<file path="src/rtl/seq_alu.sv">
// seq_alu: multi-cycle signed ALU (add/sub/mul/div/logic) with valid/ready handshake on both sides.
// Latency: single-cycle ops 1 cycle, MUL/DIV WIDTH+1 cycles; one operation in flight at a time.
// Backpressure: in_ready only while IDLE; the result is held in DONE until out_ready. Divider built only under SEQ_ALU_DIV_EN.
module seq_alu #(
    parameter int WIDTH = 16
) (
    input  logic             clk,
    input  logic             rst_n,
    input  logic             in_valid,
    output logic             in_ready,
    input  logic [WIDTH-1:0] op_a,
    input  logic [WIDTH-1:0] op_b,
    input  logic             cin,
    input  logic [3:0]       sel,
    output logic             out_valid,
    input  logic             out_ready,
    output logic [WIDTH-1:0] result,
    output logic [WIDTH-1:0] result_hi,
    output logic [4:0]       flags
);

    localparam logic [1:0] S_IDLE = 2'd0;
    localparam logic [1:0] S_BUSY = 2'd1;
    localparam logic [1:0] S_DONE = 2'd2;

    localparam logic [3:0] OP_ADD  = 4'd0;
    localparam logic [3:0] OP_MUL  = 4'd1;
    localparam logic [3:0] OP_DIV  = 4'd2;
    localparam logic [3:0] OP_NAND = 4'd3;
    localparam logic [3:0] OP_NOR  = 4'd4;
    localparam logic [3:0] OP_NOT  = 4'd5;
    localparam logic [3:0] OP_XOR  = 4'd6;
    localparam logic [3:0] OP_SUB  = 4'd7;

    localparam int CW = $clog2(WIDTH + 1);

    logic [1:0]         state;
    logic [CW-1:0]      cnt;
    logic [WIDTH-1:0]   a_q;
    logic [WIDTH-1:0]   b_q;
    logic [WIDTH-1:0]   mag_q;     // |A| as multiplicand, or |B| as divisor
    logic               cin_q;
    logic [3:0]         sel_q;
    logic [2*WIDTH-1:0] acc_q;     // MUL: {partial hi, multiplier}; DIV: {remainder, dividend/quotient}

    logic [WIDTH-1:0]   abs_a;
    logic [WIDTH-1:0]   abs_b;
    logic [WIDTH:0]     mul_sum;
    logic [2*WIDTH-1:0] mul_next;
    logic [2*WIDTH-1:0] mul_prod;
    logic [WIDTH:0]     add_sum;
    logic [WIDTH:0]     sub_sum;
    logic [WIDTH-1:0]   fin_res;
    logic [WIDTH-1:0]   fin_hi;
    logic               fin_carry;
    logic               fin_ovf;
    logic               fin_err;
    logic [4:0]         fin_flags;

    assign in_ready = (state == S_IDLE);

    // Magnitudes: MIN maps to 2^(WIDTH-1), which is still exact as an unsigned value.
    assign abs_a = op_a[WIDTH-1] ? -op_a : op_a;
    assign abs_b = op_b[WIDTH-1] ? -op_b : op_b;

    // Unsigned shift-add multiply on magnitudes; sign applied once at the end.
    assign mul_sum  = {1'b0, acc_q[2*WIDTH-1:WIDTH]} + {1'b0, (acc_q[0] ? mag_q : {WIDTH{1'b0}})};
    assign mul_next = {mul_sum, acc_q[WIDTH-1:1]};
    assign mul_prod = (a_q[WIDTH-1] ^ b_q[WIDTH-1]) ? -acc_q : acc_q;

`ifdef SEQ_ALU_DIV_EN
    logic [WIDTH:0]     div_trial;
    logic               div_ge;
    logic [WIDTH-1:0]   div_diff;
    logic [WIDTH-1:0]   div_rem;
    logic [2*WIDTH-1:0] div_next;

    // Restoring step: shift in the next dividend bit, subtract divisor when it fits.
    assign div_trial = {acc_q[2*WIDTH-1:WIDTH], acc_q[WIDTH-1]};
    assign div_ge    = (div_trial >= {1'b0, mag_q});
    assign div_diff  = div_trial[WIDTH-1:0] - mag_q;
    assign div_rem   = div_ge ? div_diff : div_trial[WIDTH-1:0];
    assign div_next  = {div_rem, acc_q[WIDTH-2:0], div_ge};
`endif

    assign add_sum = {1'b0, a_q} + {1'b0, b_q} + {{WIDTH{1'b0}}, cin_q};
    assign sub_sum = {1'b0, a_q} + {1'b0, ~b_q} + {{WIDTH{1'b0}}, 1'b1};

    // Final result selection from latched operands and the iteration register.
    always_comb begin
        fin_res   = '0;
        fin_hi    = '0;
        fin_carry = 1'b0;
        fin_ovf   = 1'b0;
        fin_err   = 1'b0;
        case (sel_q)
            OP_ADD: begin
                fin_res   = add_sum[WIDTH-1:0];
                fin_carry = add_sum[WIDTH];
                fin_ovf   = (a_q[WIDTH-1] == b_q[WIDTH-1]) && (add_sum[WIDTH-1] != a_q[WIDTH-1]);
            end
            OP_SUB: begin
                fin_res   = sub_sum[WIDTH-1:0];
                fin_carry = sub_sum[WIDTH];
                fin_ovf   = (a_q[WIDTH-1] != b_q[WIDTH-1]) && (sub_sum[WIDTH-1] != a_q[WIDTH-1]);
            end
            OP_MUL: begin
                fin_res = mul_prod[WIDTH-1:0];
                fin_hi  = mul_prod[2*WIDTH-1:WIDTH];
                fin_ovf = (mul_prod[2*WIDTH-1:WIDTH] != {WIDTH{mul_prod[WIDTH-1]}});
            end
`ifdef SEQ_ALU_DIV_EN
            OP_DIV: begin
                if (b_q == '0) begin
                    fin_res = '1;
                    fin_hi  = a_q;
                    fin_err = 1'b1;
                end else begin
                    // MIN / -1 naturally yields MIN with zero remainder; only the flag is special.
                    fin_res = (a_q[WIDTH-1] ^ b_q[WIDTH-1]) ? -acc_q[WIDTH-1:0] : acc_q[WIDTH-1:0];
                    fin_hi  = a_q[WIDTH-1] ? -acc_q[2*WIDTH-1:WIDTH] : acc_q[2*WIDTH-1:WIDTH];
                    fin_ovf = (a_q == {1'b1, {(WIDTH-1){1'b0}}}) && (b_q == '1);
                end
            end
`endif
            OP_NAND: fin_res = ~(a_q & b_q);
            OP_NOR:  fin_res = ~(a_q | b_q);
            OP_NOT:  fin_res = ~a_q;
            OP_XOR:  fin_res = a_q ^ b_q;
            default: fin_err = 1'b1;
        endcase
    end

    assign fin_flags = {fin_err, fin_ovf, fin_carry, fin_res[WIDTH-1], (fin_res == '0)};

    // Control FSM, operand capture, iteration and result registers.
    always_ff @(posedge clk) begin
        if (!rst_n) begin
            state     <= S_IDLE;
            cnt       <= '0;
            a_q       <= '0;
            b_q       <= '0;
            mag_q     <= '0;
            cin_q     <= 1'b0;
            sel_q     <= '0;
            acc_q     <= '0;
            out_valid <= 1'b0;
            result    <= '0;
            result_hi <= '0;
            flags     <= '0;
        end else begin
            case (state)
                S_IDLE: begin
                    if (in_valid) begin
                        a_q   <= op_a;
                        b_q   <= op_b;
                        cin_q <= cin;
                        sel_q <= sel;
                        state <= S_BUSY;
                        if (sel == OP_MUL) begin
                            cnt   <= CW'(WIDTH);
                            mag_q <= abs_a;
                            acc_q <= {{WIDTH{1'b0}}, abs_b};
                        end
`ifdef SEQ_ALU_DIV_EN
                        else if (sel == OP_DIV) begin
                            cnt   <= CW'(WIDTH);
                            mag_q <= abs_b;
                            acc_q <= {{WIDTH{1'b0}}, abs_a};
                        end
`endif
                        else begin
                            cnt <= '0;
                        end
                    end
                end
                S_BUSY: begin
                    if (cnt != '0) begin
                        cnt <= cnt - CW'(1);
`ifdef SEQ_ALU_DIV_EN
                        acc_q <= (sel_q == OP_DIV) ? div_next : mul_next;
`else
                        acc_q <= mul_next;
`endif
                    end else begin
                        result    <= fin_res;
                        result_hi <= fin_hi;
                        flags     <= fin_flags;
                        out_valid <= 1'b1;
                        state     <= S_DONE;
                    end
                end
                S_DONE: begin
                    if (out_ready) begin
                        out_valid <= 1'b0;
                        state     <= S_IDLE;
                    end
                end
                default: state <= S_IDLE;
            endcase
        end
    end

endmodule

</file>
<file path="config.mk">
export PLATFORM = sky130hd
export DESIGN_NAME = seq_alu
export DESIGN_NICKNAME = d
export VERILOG_FILES = /design/src/rtl/seq_alu.sv
export SDC_FILE = /design/constraint.sdc
export NUM_CORES = 1
export LEC_CHECK = 0
export BUFFER_PORTS_ARGS = -buffer_cell sky130_fd_sc_hd__buf_4
export CELL_PAD_IN_SITES_DETAIL_PLACEMENT = 0
export CELL_PAD_IN_SITES_GLOBAL_PLACEMENT = 1
export CORE_ASPECT_RATIO = 0.75
export CORE_MARGIN = 2
export CORE_UTILIZATION = 49
export CTS_CLUSTER_DIAMETER = 100
export CTS_CLUSTER_SIZE = 14
export DETAILED_ROUTE_END_ITERATION = 7
export PLACE_DENSITY_LB_ADDON = 0.08
export SETUP_SLACK_MARGIN = 0.2
export SYNTH_ARGS = -nofsm -noshare
export SYNTH_HDL_FRONTEND = slang
export SYNTH_SLANG_ARGS = --single-unit
</file>
<file path="constraint.sdc">
create_clock -name clk -period 4.9 [get_ports clk]
set_clock_uncertainty 0.2 [all_clocks]
set_input_delay 0.245 -clock clk [delete_from_list [all_inputs] [get_ports clk]]
set_output_delay 0.245 -clock clk [all_outputs]
set_load 0.05 [all_outputs]
</file>
==> summary.txt, run 1 <==
Clocking
  – CTS max path bufs: 2
  – Clock insertion delay at the later pin of the skew report: roughly 0.43 ns
  – Total clock buffers created by CTS: 17
  – Clock tree from TritonCTS: built
  – Root buffer cell: sky130_fd_sc_hd__clkbuf_16
  – Total number of clock tree sinks: ~130
  – Buffers inserted during post-CTS setup optimization: 0
  – Clock-pin slew on the worst setup and hold paths: roughly 0.070 ns
  – Number of H-tree levels: 4

Flow run
  – Max-cap violations: 0

Route
  – First-iteration detailed-routing DRC count: just over 900
  – Mean number of vias per cell: a little under 6
  – ANT nets after route: 0
  – Pre-antenna DRT Iters: 7
  – Total number of vias: about 9500
  – Routed WL: ~32000 um
  – Drt wl/cell: 20.0 um
  – DRC Markers: 6

Critical path
  – Worst EP arrival: around 4.4 ns
  – Setup crit start kind: flop
  – Category of the worst setup path capture point: flop
  – Classification of the worst setup path: reg -> reg
  – Critical Path Fanout Max: 7
  – CP required: 5.05 ns

Place
  – Total cell area at the placement stage: ~0.010 sq mm
  – Buffers on Ports: between 70 and 80
  – Half-perimeter wire length after placement: between 20000 and 25000 um
  – Final weighted congestion in routability-driven placement: 0.973
  – Cell total after placement: about 1500

Floorplan
  – Core region area: 0.0195 sq mm
  – Initial core utilization: 0.503
  – Number of core rows: 44
  – Floorplan die height: between 100 and 150 um
  – I/O pin total: 80
  – Area of the die: approximately 0.021 sq mm
  – Die Width: around 170 um

STA
  – Final worst path period need: 4.24 ns
  – Worst-case headroom to the max-slew limit: 0.203
  – Achievable Freq: about 0.24 GHz
  – Final period utilization: 0.865
  – Transition time at the pin with the least slew margin: 1.16 ns
  – Setup repair after global routing missed its margin: no
  – Final hold violations: 0
  – Number of pins with negative max-slew slack in the final report: 0
  – # setup viols final: 0
  – Summed negative setup slack over all endpoints: 0 ns

GRT
  – Tot GR Track Use: 0.302
  – Initial antenna violation count: 0
  – Via count of the first global-routing pass: ~8700
  – Aggregate global routing overflow: 0
  – First-pass GRT wire length: 49900 um
  – Maximum number of pins on one net before global-route repair: 94

Yosys
  – Sequential area share after synthesis: 0.263
  – Async SR Flop Fraction: 0
  – Cell area after synthesis: between 0.009 and 0.01 sq mm
  – Number of flops mapped to enable cells by yosys: 0
  – Gate count after technology mapping: roughly 1300
  – Count of warnings emitted by yosys: 0
  – Number of register bits inferred by synthesis: roughly 130
  – Synth unique cells: 77
  – Avg Synthesized Cell Area: between 7 and 8 sq um
  – Post-Syn Nets: about 1400
  – Most instantiated flip-flop cell in the synthesis netlist: sky130_fd_sc_hd__dfxtp_1

Power
  – Max VDD drop: between 0.2 and 0.25 mV
  – Power per cell area: around 330 mW/mm^2
  – Cell leakage power: a little under 5 nW

Final layout
  – Area overhead of the layout relative to synthesis: 15.9%
  – Number of antenna diodes: 0
  – Post-route insts no fill: between 1500 and 2000
  – Most frequent cells in the layout: 165 x sky130_fd_sc_hd__nand2_1, 129 x sky130_fd_sc_hd__dfxtp_1, 92 x sky130_fd_sc_hd__buf_4
  – Finished layout cell area: 0.0114 sq mm
  – Number of nets in the final layout: about 1400
  – Share of final-layout standard cells stronger than drive strength 1: 0.112
  – Leading cell type in the layout, fill and taps excluded: sky130_fd_sc_hd__nand2_1
  – Final cell utilization of the core: 0.583

Min path
  – Class of the most critical hold timing path: in -> reg

Run status
  – Result of the run: finished, violations left
  – Failing checks: DRC
## power by group
part	switching (mW)	internal, mW
Sequential	0.0850	1.12
Clock	0.561	0.722
Combinational	0.787	0.423
Total	1.43	2.26
## stage by stage
stage                     hold WS, ns  worst slack (ns)  total power, mW
final                         0.00579             0.661             3.69
after global routing          0.00207             0.569             3.87
after CTS                    0.000982             0.852             3.69
after detailed placement        0.267             0.903             2.39
after global placement          0.265             0.814             2.38
after floorplan                 0.190              1.60             2.04
## Yosys cell counts, types with 21 or more instances
master	n	area share
sky130_fd_sc_hd__o31ai_1	21	0.016
sky130_fd_sc_hd__ha_1	70	0.089
sky130_fd_sc_hd__clkbuf_1	70	0.027
sky130_fd_sc_hd__xor2_1	54	0.048
sky130_fd_sc_hd__a21boi_0	41	0.031
sky130_fd_sc_hd__nor2_1	81	0.031
sky130_fd_sc_hd__nand2_1	166	0.064
sky130_fd_sc_hd__a21oi_1	67	0.034
sky130_fd_sc_hd__a211oi_1	23	0.018
sky130_fd_sc_hd__nor2b_1	42	0.027
sky130_fd_sc_hd__dfxtp_1	129	0.26
sky130_fd_sc_hd__o21ai_0	65	0.033
sky130_fd_sc_hd__nor3_1	33	0.017
sky130_fd_sc_hd__nand3_1	21	0.011
sky130_fd_sc_hd__inv_1	61	0.023
sky130_fd_sc_hd__xnor2_1	22	0.020
sky130_fd_sc_hd__o211a_1	24	0.025
sky130_fd_sc_hd__and2_1	42	0.027
## sequential cells by signal, indices dropped and copies added, names as in the netlist
register	flops
state	2
result	15
cnt	5
acc_q	32
result_hi	16
a_q	16
flags	5
sel_q	4
mag_q	16
cin_q	1
out_valid	1
b_q	16
## logic make-up (layout without fill, tap and decap cells)
group,count (synthesis),in the layout,share of synthesized area
adders and majority gates,74,74,0.0975
and+or+nand+nor,473,473,0.242
DFF,129,129,0.263
buffers and inverters,145,221,0.0628
xor gates and xnor gates,77,77,0.0696
AOI/OAI and AO/OA,362,362,0.256
muxes,9,9,0.00919
## per-layer routing
metal,vias up,share of wire,global-route usage
li1,4597,-,-
met2,388,0.39,0.420
met4,0,0.019,0.0829
met1,4445,0.50,0.461
met5,-,0,0
met3,43,0.085,0.0708
## area by class of cell
| type | count | area [sq um] |
|---|---|---|
| Clock buffer | 19 | 443 |
| Clock inverter | 13 | 129 |
| Fill cell | 1892 | 8130 |
| Inverter | 62 | 233 |
| Multi-Input combinational cell | 995 | 6610 |
| Sequential cell | 129 | 2580 |
| Tap cell | 253 | 317 |
| Timing Repair Buffer | 127 | 1040 |
## path summary, 6_finish.rpt
kind	start	endpoint	slack, ns	depth (start not counted)
worst max-delay path	a_q[1]	flags[0]	0.66	12
worst min-delay path	op_a[9]	a_q[9]	0.006	3
worst max register to register	a_q[1]	flags[0]	0.66	12
worst min register to register	result[14]	result[14]	0.28	2
## repair_timing
item / 4_1_cts / 5_1_grt
gates resized for setup: 0 / 0
hold buffers: 35 / 0
endpoints found under the hold margin: 36 / 0
## critical path, cell delays in order (launching register included)
cell	delay [ns]
sky130_fd_sc_hd__dfxtp_1	0.49
sky130_fd_sc_hd__inv_1	0.09
sky130_fd_sc_hd__ha_1	0.35
sky130_fd_sc_hd__a211oi_1	0.28
sky130_fd_sc_hd__o21bai_1	0.20
sky130_fd_sc_hd__or3_1	0.42
sky130_fd_sc_hd__a31oi_1	0.33
sky130_fd_sc_hd__o22a_1	0.18
sky130_fd_sc_hd__nor2_1	0.03
sky130_fd_sc_hd__a2111oi_0	0.96
sky130_fd_sc_hd__and4_1	0.38
sky130_fd_sc_hd__nand4b_1	0.10
sky130_fd_sc_hd__o21ai_0	0.15
No activity file was read; power rests on OpenSTA's default activity.
==> run 2: changes to the inputs <==
--- a/config.mk
+++ b/config.mk
@@ -14,7 +14,8 @@
 export CTS_CLUSTER_DIAMETER = 100
 export CTS_CLUSTER_SIZE = 14
 export DETAILED_ROUTE_END_ITERATION = 7
-export PLACE_DENSITY_LB_ADDON = 0.08
+export MAX_ROUTING_LAYER = met4
+export PLACE_DENSITY = 0.84
 export SETUP_SLACK_MARGIN = 0.2
 export SYNTH_ARGS = -nofsm -noshare
 export SYNTH_HDL_FRONTEND = slang
==> run 2 against run 1 <==
Against the previous run:
- the flow still finishes with violations (DRC)
- design area rose by 0.52%
- global-route usage grew 0.99 points
- via count is 0.26% lower
- power rose by 1.4%
- maximum frequency up 3.7%
- largest power group unchanged
- highest routed layer unchanged
==> summary.txt, run 2 (same netlist as run 1, synthesis figures left out) <==
Route
  – Pre-antenna DRT Iters: 7 (unchanged)
  – Mean number of vias per cell: 5.91 (-0.39%)
  – DRC Markers: 9 (+3)
  – Total number of vias: 9448 (-0.26%)
  – First-iteration detailed-routing DRC count: 849 (-8.0%)
  – Routed WL: 31700 um (-0.70%)
  – ANT nets after route: 0 (unchanged)
  – Drt wl/cell: 19.8 um (-0.82%)

GRT
  – Initial antenna violation count: 0 (unchanged)
  – Via count of the first global-routing pass: 8736 (+0.14%)
  – Maximum number of pins on one net before global-route repair: 102 (+8.5%)
  – Tot GR Track Use: 0.312 (+0.00988)
  – Aggregate global routing overflow: 0 (unchanged)
  – First-pass GRT wire length: 50100 um (+0.41%)

Power
  – Power per cell area: 328 mW/mm^2 (+0.87%)
  – Max VDD drop: 0.207 mV (-1.1%)
  – Cell leakage power: 4.97 nW (+0.55%)

Critical path
  – RR Endpoint: flags[0]
  – Setup slack of the most critical reg-to-reg path: 0.81 ns (+0.15 ns)
  – Critical R2R Launch: a_q[1]
  – Worst EP arrival: 4.25 ns (-0.14 ns)
  – Category of the worst setup path capture point: flop
  – Classification of the worst setup path: reg -> reg
  – Worst Reg-to-Reg Cells: 12 (unchanged)
  – CP required: 5.06 ns (about the same)
  – Critical Path Fanout Max: 7 (unchanged)
  – Setup crit start kind: flop

Run status
  – Result of the run: finished, violations left
  – Failing checks: DRC

Clocking
  – Clock tree from TritonCTS: built
  – Number of H-tree levels: 4 (unchanged)
  – Clock-pin slew on the worst setup and hold paths: 0.06 ns (about the same)
  – Post-cts hold buffer count: 37 (+5.7%)
  – Total clock buffers created by CTS: 17 (unchanged)
  – Total number of clock tree sinks: 129 (unchanged)
  – Buffers inserted during post-CTS setup optimization: 0 (unchanged)
  – Root buffer cell: sky130_fd_sc_hd__clkbuf_16
  – Clock insertion delay at the later pin of the skew report: 0.43 ns (about the same)
  – CTS max path bufs: 2 (unchanged)
  – CTS-repair resized insts: 0 (unchanged)

Min path
  – Hold path depth: 2 (-1)
  – Class of the most critical hold timing path: in -> reg
  – Startpoint of the tightest hold check path: rst_n
  – Worst min-delay path endpoint: result[0]

STA
  – Tightest hold margin: 0.00160 ns (-0.00419 ns)
  – Final worst path period need: 4.09 ns (-0.151 ns)
  – Final period utilization: 0.834 (-0.0309)
  – Summed negative setup slack over all endpoints: 0 ns (unchanged)
  – Achievable Freq: 0.245 GHz (+3.7%)
  – Worst-case headroom to the max-slew limit: 0.270 (+0.0663)
  – Setup repair after global routing missed its margin: no
  – Transition time at the pin with the least slew margin: 1.09 ns (-0.0774 ns)
  – Final hold violations: 0 (unchanged)
  – Number of pins with negative max-slew slack in the final report: 0 (unchanged)
  – # setup viols final: 0 (unchanged)
  – Final Worst Setup Slack: 0.812 ns (+0.151 ns)

Final layout
  – Finished layout cell area: 0.0114 sq mm (+0.52%)
  – Fillcell total: 1857 (-1.8%)
  – Final cell utilization of the core: 0.586 (+0.00302)
  – Leading cell type in the layout, fill and taps excluded: sky130_fd_sc_hd__nand2_1
  – Reg with most FFs: acc_q
  – Area overhead of the layout relative to synthesis: 16.5%
  – Share of final-layout standard cells stronger than drive strength 1: 0.111 (-0.000166)
  – Most frequent cells in the layout: 166 x sky130_fd_sc_hd__nand2_1, 129 x sky130_fd_sc_hd__dfxtp_1, 94 x sky130_fd_sc_hd__buf_4
  – Number of nets in the final layout: 1451 (+0.28%)
  – Number of antenna diodes: 0 (unchanged)
  – Largest register FFs: 32 (unchanged)

Flow run
  – Max-cap violations: 0 (unchanged)

Floorplan
  – Floorplan die height: 126 um (unchanged)
  – Initial core utilization: 0.503 (unchanged)
  – Die Width: 167 um (unchanged)
  – I/O pin total: 80 (unchanged)
  – Area of the die: 0.0212 sq mm (unchanged)
  – Number of core rows: 44 (unchanged)
  – Core region area: 0.0195 sq mm (unchanged)

Place
  – Final weighted congestion in routability-driven placement: 0.963 (-1.0%)
  – Pre-CTS setup slack: 0.893 ns (-0.0104 ns)
  – Buffers on Ports: 79 (unchanged)
  – Total cell area at the placement stage: 0.0105 sq mm (+0.20%)
  – Half-perimeter wire length after placement: 23200 um (-1.2%)
## run 2: power breakdown
part	internal (mW)	total, mW	leakage, nW	switching [mW]
Clock	0.795	1.33	0.273	0.533
Combinational	0.428	1.22	3.65	0.788
Sequential	1.12	1.20	1.05	0.0851
## run 2: metal layers
metal / track usage / wire length (um)
met1: 0.458 / 15600
met2: 0.415 / 12200
met3: 0.0842 / 3240
met4: 0.0875 / 622
met5: - / 0
## run 2: final cells by class
cell class / count / area [sq um] / share of cell area
clock inverters: 13 / 164 / 0.0144
repair buffers: 131 / 1080 / 0.0943
well taps: 253 / 317 / 0.0277
inverters: 62 / 233 / 0.0204
multi-input cells: 995 / 6620 / 0.580
flip-flops and latches: 129 / 2580 / 0.226
clock buffers: 17 / 425 / 0.0373
## run 2: worst max path at each step
| stage | slack (ns) | endpoint | startpoint |
|---|---|---|---|
| 4_1_cts | 0.86 | flags[0] | a_q[1] |
| 5_1_grt | 0.56 | flags[0] | a_q[1] |
| 6_report | 0.81 | flags[0] | a_q[1] |
| 2_1_floorplan | 1.60 | flags[0] | a_q[0] |
| 3_3_place_gp | 0.92 | flags[0] | a_q[1] |
| 3_5_place_dp | 0.89 | flags[0] | a_q[1] |
## run 2: per-stage QoR
stage / cells / power (mW)
final: 1600 / 3.75
after global routing: 1600 / 3.91
after CTS: 1600 / 3.73
after detailed placement: 1533 / 2.38
after global placement: 1533 / 2.38
after floorplan: 1269 / 2.04
## run 2: worst max-delay path, cell delays in order, from the launching register on
cell	delay, ns
sky130_fd_sc_hd__dfxtp_1	0.50
sky130_fd_sc_hd__inv_1	0.09
sky130_fd_sc_hd__ha_1	0.34
sky130_fd_sc_hd__a211oi_1	0.24
sky130_fd_sc_hd__o21bai_1	0.16
sky130_fd_sc_hd__or3_1	0.40
sky130_fd_sc_hd__a31oi_1	0.34
sky130_fd_sc_hd__o22a_1	0.18
sky130_fd_sc_hd__nor2_1	0.04
sky130_fd_sc_hd__a2111oi_0	0.91
sky130_fd_sc_hd__and4_1	0.39
sky130_fd_sc_hd__nand4b_1	0.10
sky130_fd_sc_hd__o21ai_0	0.14
